==> src/rtl/ccd_linear_timing.sv <==
// ccd_linear_timing: linear CCD sequencer producing phi/sh/rs/sp drive signals and a pixel strobe.
// Optional macro CCD_INTEG_EXT_EN adds the INTEG state (int_ext extra phi periods between frames).
module ccd_linear_timing #(
    parameter int HALF   = 50,
    parameter int NCYC   = 2720,
    parameter int SH_CYC = 1,
    parameter int DUMMY  = 3,
    parameter int RS_ON  = 25,
    parameter int RS_OFF = 40,
    parameter int SP_ON  = 10,
    parameter int SP_OFF = 23,
    localparam int IW    = $clog2(2 * NCYC)
) (
    input  logic          clk,
    input  logic          rst,
    input  logic          start,
    input  logic          cont,
    input  logic [15:0]   int_ext,
    output logic          phi,
    output logic          sh,
    output logic          rs,
    output logic          sp,
    output logic          pix_valid,
    output logic [IW-1:0] pix_idx,
    output logic          busy,
    output logic          done
);
    localparam int HW = $clog2(HALF);
    localparam int PW = $clog2(NCYC);

    localparam logic [HW-1:0] HC_LAST  = HW'(HALF - 1);
    localparam logic [HW-1:0] RS_ON_C  = HW'(RS_ON);
    localparam logic [HW-1:0] RS_OFF_C = HW'(RS_OFF);
    localparam logic [HW-1:0] SP_ON_C  = HW'(SP_ON);
    localparam logic [HW-1:0] SP_OFF_C = HW'(SP_OFF);
    localparam logic [PW-1:0] SH_LAST  = PW'(SH_CYC - 1);
    localparam logic [PW-1:0] PC_LAST  = PW'(NCYC - 1);
    localparam logic [PW-1:0] DUMMY_C  = PW'(DUMMY);

`ifdef CCD_INTEG_EXT_EN
    typedef enum logic [1:0] {IDLE, SHIFT, READ, INTEG} state_t;
`else
    typedef enum logic [1:0] {IDLE, SHIFT, READ} state_t;
`endif

    state_t        state;
    state_t        state_next;
    logic [HW-1:0] hc;
    logic          ph;
    logic [PW-1:0] pc;
    logic [PW-1:0] pc_rel;
    logic          end_period;
    logic          frame_end;
    logic          sp_win;

`ifdef CCD_INTEG_EXT_EN
    logic [15:0]   gc;
    logic [15:0]   int_cap;
`else
    logic          unused_int_ext;
    assign unused_int_ext = ^int_ext;
`endif

    // A phi period ends on the last cycle of its high half.
    assign end_period = (hc == HC_LAST) && ph;
    assign sp_win     = (state == READ) && (pc >= DUMMY_C);
    assign pc_rel     = pc - DUMMY_C;
    assign busy       = (state != IDLE);
    assign done       = frame_end && !rst;

    always_comb begin
        state_next = state;
        frame_end  = 1'b0;
        case (state)
            IDLE:  if (start) state_next = SHIFT;
            SHIFT: if (end_period && pc == SH_LAST) state_next = READ;
            READ: begin
                if (end_period && pc == PC_LAST) begin
                    frame_end = 1'b1;
                    if (!cont)
                        state_next = IDLE;
`ifdef CCD_INTEG_EXT_EN
                    else if (int_ext != 16'd0)
                        state_next = INTEG;
`endif
                    else
                        state_next = SHIFT;
                end
            end
`ifdef CCD_INTEG_EXT_EN
            INTEG: if (end_period && gc == int_cap - 16'd1) state_next = SHIFT;
`endif
            default: state_next = IDLE;
        endcase
    end

    always_ff @(posedge clk) begin
        if (rst) begin
            state     <= IDLE;
            hc        <= '0;
            ph        <= 1'b0;
            pc        <= '0;
            phi       <= 1'b0;
            sh        <= 1'b0;
            rs        <= 1'b0;
            sp        <= 1'b0;
            pix_valid <= 1'b0;
            pix_idx   <= '0;
        end else begin
            state <= state_next;

            if (state == IDLE) begin
                hc <= '0;
                ph <= 1'b0;
            end else if (hc == HC_LAST) begin
                hc <= '0;
                ph <= ~ph;
            end else begin
                hc <= hc + 1'b1;
            end

            // pc is cleared at every frame boundary so each SHIFT begins at period 0.
            if (state == IDLE || frame_end)
                pc <= '0;
            else if (end_period && (state == SHIFT || state == READ))
                pc <= pc + 1'b1;

            // sh is derived from the next state so it spans exactly the SHIFT periods.
            sh        <= (state_next == SHIFT);
            phi       <= (state_next != IDLE) && (ph || sh);
            rs        <= (state != IDLE) && (hc >= RS_ON_C) && (hc < RS_OFF_C);
            sp        <= sp_win && (hc >= SP_ON_C) && (hc < SP_OFF_C);
            pix_valid <= sp_win && (hc == SP_OFF_C);
            if (sp_win && hc == SP_OFF_C)
                pix_idx <= {pc_rel, ph};
        end
    end

`ifdef CCD_INTEG_EXT_EN
    // The gap length is latched at READ exit so int_ext may change during INTEG.
    always_ff @(posedge clk) begin
        if (rst) begin
            gc      <= '0;
            int_cap <= '0;
        end else if (frame_end) begin
            gc      <= '0;
            int_cap <= int_ext;
        end else if (state == INTEG && end_period) begin
            gc <= gc + 16'd1;
        end
    end
`endif

endmodule

==> config.mk <==
export PLATFORM = sky130hd
export DESIGN_NAME = ccd_linear_timing
export DESIGN_NICKNAME = d
export VERILOG_FILES = /design/src/rtl/ccd_linear_timing.sv
export SDC_FILE = /design/constraint.sdc
export NUM_CORES = 1
export LEC_CHECK = 0
export BUFFER_PORTS_ARGS = -buffer_cell sky130_fd_sc_hd__buf_2
export CAP_MARGIN = 40
export CORE_ASPECT_RATIO = 1.2
export CORE_MARGIN = 2
export CORE_UTILIZATION = 50
export CTS_CLUSTER_DIAMETER = 150
export CTS_CLUSTER_SIZE = 28
export DETAILED_ROUTE_END_ITERATION = 10
export MAX_ROUTING_LAYER = met4
export PLACE_DENSITY = 0.75
export SLEW_MARGIN = 10
export SYNTH_ARGS = -nofsm -noshare
export SYNTH_HDL_FRONTEND = slang
export SYNTH_SLANG_ARGS = --single-unit
==> constraint.sdc <==
create_clock -name clk -period 5 [get_ports clk]
set_input_delay 0.25 -clock clk [delete_from_list [all_inputs] [get_ports clk]]
set_output_delay 0.25 -clock clk [all_outputs]
set_load 0.05 [all_outputs]
==> insert_results.sql <==
INSERT INTO impl_metrics (metric_group, metric, value, unit) VALUES
('detailed_routing', 'post_drt_via_cell_ratio', '5.21', ''),
('final_layout', 'drive_gt1_share', '18.0', '%'),
('power_and_ir_drop', 'power.leakage', '0.829', 'nW'),
('clock_tree', 'numCtsBuffers', '5', ''),
('sta', 'timing.final.crit_share', '45.6', '%'),
('worst_setup_path', 'criticalPathCategory', 'reg2reg', ''),
('sta', 'fin_worst_skew', '0.00538', 'ns'),
('detailed_routing', 'drc', '0', ''),
('synthesis', 'mean_post_synth_cell_area', '8.76', 'um^2'),
('final_layout', 'final_core_utilization', '57.1', '%'),
('die', 'die_area', '0.00455', 'mm^2'),
('sta', 'final_max_slew_viol_count', '0', ''),
('place', 'place_area', '0.00211', 'mm^2'),
('final_layout', 'most_frequent_standard_cell_in_the_layout_excluding_fill_and_tap_cells', 'sky130_fd_sc_hd__nor2_1', ''),
('sta', 'fin_tns_setup', '0', 'ns'),
('synthesis', 'total_nets_after_synthesis', '259', ''),
('sta', 'max_slew.worst_pin.slew', '0.490', 'ns'),
('synthesis', 'syn_area', '0.00201', 'mm^2'),
('worst_setup_path', 'crit_path_cell_trace', 'or4_4 -> or3_4 -> o311a_4 -> mux2i_1 -> nor2_1', ''),
('clock_tree', 'cts-hold-fix-buffers', '0', ''),
('synthesis', 'netlist_instances', '230', ''),
('power_and_ir_drop', 'powerDensity', '277', 'mW/mm^2'),
('place', 'hpwl', '2690', 'um'),
('clock_tree', 'postCtsSetupRepairBufs', '0', ''),
('place', 'placer_congestion', '0.768', ''),
('detailed_routing', 'route.final.wire_length', '3760', 'um'),
('sta', 'setup_viol_count_final', '0', ''),
('detailed_routing', 'post_drt_wl_per_cell', '12.6', 'um'),
('clock_tree', 'tritoncts', 'built', ''),
('final_layout', 'final_cell_count_no_fill', '299', ''),
('worst_setup_path', 'crit_path_start_kind', 'register', ''),
('flow_run', 'maxCapViolations', '0', ''),
('worst_setup_path', 'rrSetupSlack', '2.72', 'ns'),
('sta', 'hold_viol_final', '0', ''),
('synthesis', 'synth-seq-area-share', '38.8', '%'),
('worst_setup_path', 'timing.critical_path.slowest_cell_delay', '0.59', 'ns'),
('worst_setup_path', 'critical_path_peak_fanout', '23', ''),
('worst_setup_path', 'number_of_buffers_and_inverters_on_the_critical_path', '0', ''),
('synthesis', 'synth_flop_cell', 'sky130_fd_sc_hd__dfxtp_1', ''),
('worst_setup_path', 'setup.worst_path.end_class', 'register', ''),
('sta', 'unrepaired_setup_endpoints_after_global_routing', 'false', ''),
('die', 'core_area', '0.00391', 'mm^2'),
('clock_tree', 'cts_repair_resize_count', '0', ''),
('global_route', 'grt_pass1_wl', '6220', 'um'),
('clock_tree', 'clock_path_buffers', '2', ''),
('synthesis', 'count_of_yosys_warnings_during_synthesis', '0', ''),
('sta', 'worst_slew_margin_relative_to_its_limit', '67.3', '%'),
('synthesis', 'synth_edf_count', '0', ''),
('global_route', 'first_global_vias', '1444', ''),
('synthesis', 'ys_async_sr_fraction', '0', '%'),
('die', 'die_height', '73.5', 'um'),
('place', 'portBuffers', '23', ''),
('worst_setup_path', 'crit_family', 'simple AND/OR/NAND/NOR gates', ''),
('detailed_routing', 'first_pass_iteration_count_of_the_detailed_router', '4', ''),
('detailed_routing', 'initialDrtViolationCount', '42', ''),
('sta', 'period_minus_slack', '2.28', 'ns'),
('run_status', 'run_status', 'completed', ''),
('final_layout', 'final_cell_mix', 'sky130_fd_sc_hd__nor2_1 (42), sky130_fd_sc_hd__dfxtp_1 (39), sky130_fd_sc_hd__buf_2 (23)', ''),
('place', 'placement.setup.worst_slack', '2.73', 'ns'),
('worst_setup_path', 'critPathRequiredTime', '5.17', 'ns'),
('worst_setup_path', 'cp_arrival', '2.45', 'ns'),
('global_route', 'maximum_number_of_pins_on_one_net_before_global_route_repair', '24', ''),
('place', 'place.detailed.instances', '291', ''),
('final_layout', 'multiInputGateArea', '0.00111', 'mm^2'),
('clock_tree', 'clock_insertion_delay_worst_skew', '0.29', 'ns'),
('final_layout', 'antennaDiodeCount', '0', ''),
('worst_hold_path', 'class_of_the_tightest_hold_or_removal_check', 'in2reg', ''),
('global_route', 'grt_overflow_total', '0', ''),
('global_route', 'antenna_found_initial', '0', ''),
('power_and_ir_drop', 'peakVddDrop', '0.187', 'mV'),
('final_layout', 'stdcell_area', '0.00223', 'mm^2');
[cells in the mapped netlist, drive strengths merged (2+ instances only)]
library cell  number  area share, %
nand4              5            1.6
nor3              12            3.0
dfxtp             39             39
o21ai              2           0.50
inv               11            2.0
nand3              8            2.0
nand2b             3           0.93
ha                 9            5.6
xor2               6            2.6
nor4               5            1.6
buf                5            2.1
or3                3            1.2
a211oi             9            5.3
xnor2             19            8.3
mux2i              4            2.0
nand2             11            2.0
clkbuf            11            2.0
a21oi              3           0.75
o311a              2            1.6
o31ai              2           0.75
nor2b              4            1.2
and3               3           0.93
nor2              42            7.8
[power breakdown]
part,internal (mW),switching [mW]
Combinational,0.00794,0.0216
Sequential,0.313,0.00279
Clock,0.161,0.110
[state kept, by name, summed over array words and instances, names as in the netlist]
signal and flops:
sp 1, pix_valid 1, pc 12, state 2
ph 1, rs 1, hc 6, pix_idx 13
sh 1, phi 1
[worst min-delay path, cell delays in order]
cell,delay [ns]
sky130_fd_sc_hd__buf_2,0.10
sky130_fd_sc_hd__nand3_1,0.06
sky130_fd_sc_hd__mux2_2,0.17
sky130_fd_sc_hd__nand2_1,0.05
[final timing paths]
path / start / endpoint / depth (start not counted)
max: pc[5] / pix_idx[1] / 5
min: cont / state[0] / 4
max reg2reg: pc[5] / pix_idx[1] / 5
min reg2reg: pix_idx[3] / pix_idx[3] / 2
[routing by layer]
metal / up-vias / track usage (%) / routed length, um
met1: 723 / 21.0 / 1690
met4: 0 / 8.27 / 73
met3: 6 / 5.28 / 117
li1: 804 / - / -
met2: 24 / 31.5 / 1880
met5: - / - / 0
[cell families after synthesis]
kind of cell | Yosys count | share of synthesized area (%)
AOI/OAI and AO/OA | 25 | 12.0
xor gates and xnor gates | 25 | 10.9
adders and majority gates | 9 | 5.59
buffers and inverters | 27 | 6.21
DFF | 39 | 38.8
muxes | 5 | 2.55
and+or+nand+nor | 100 | 24.0
[cell type report]
cell class	instances	share of cell area [%]
Clock buffer	6	3.70
Tap cell	54	3.03
Timing Repair Buffer	23	5.16
Multi-Input combinational cell	164	49.7
Inverter	11	1.85
Clock inverter	2	1.57
Sequential cell	39	35.0
(Power assumes the default switching activity.)
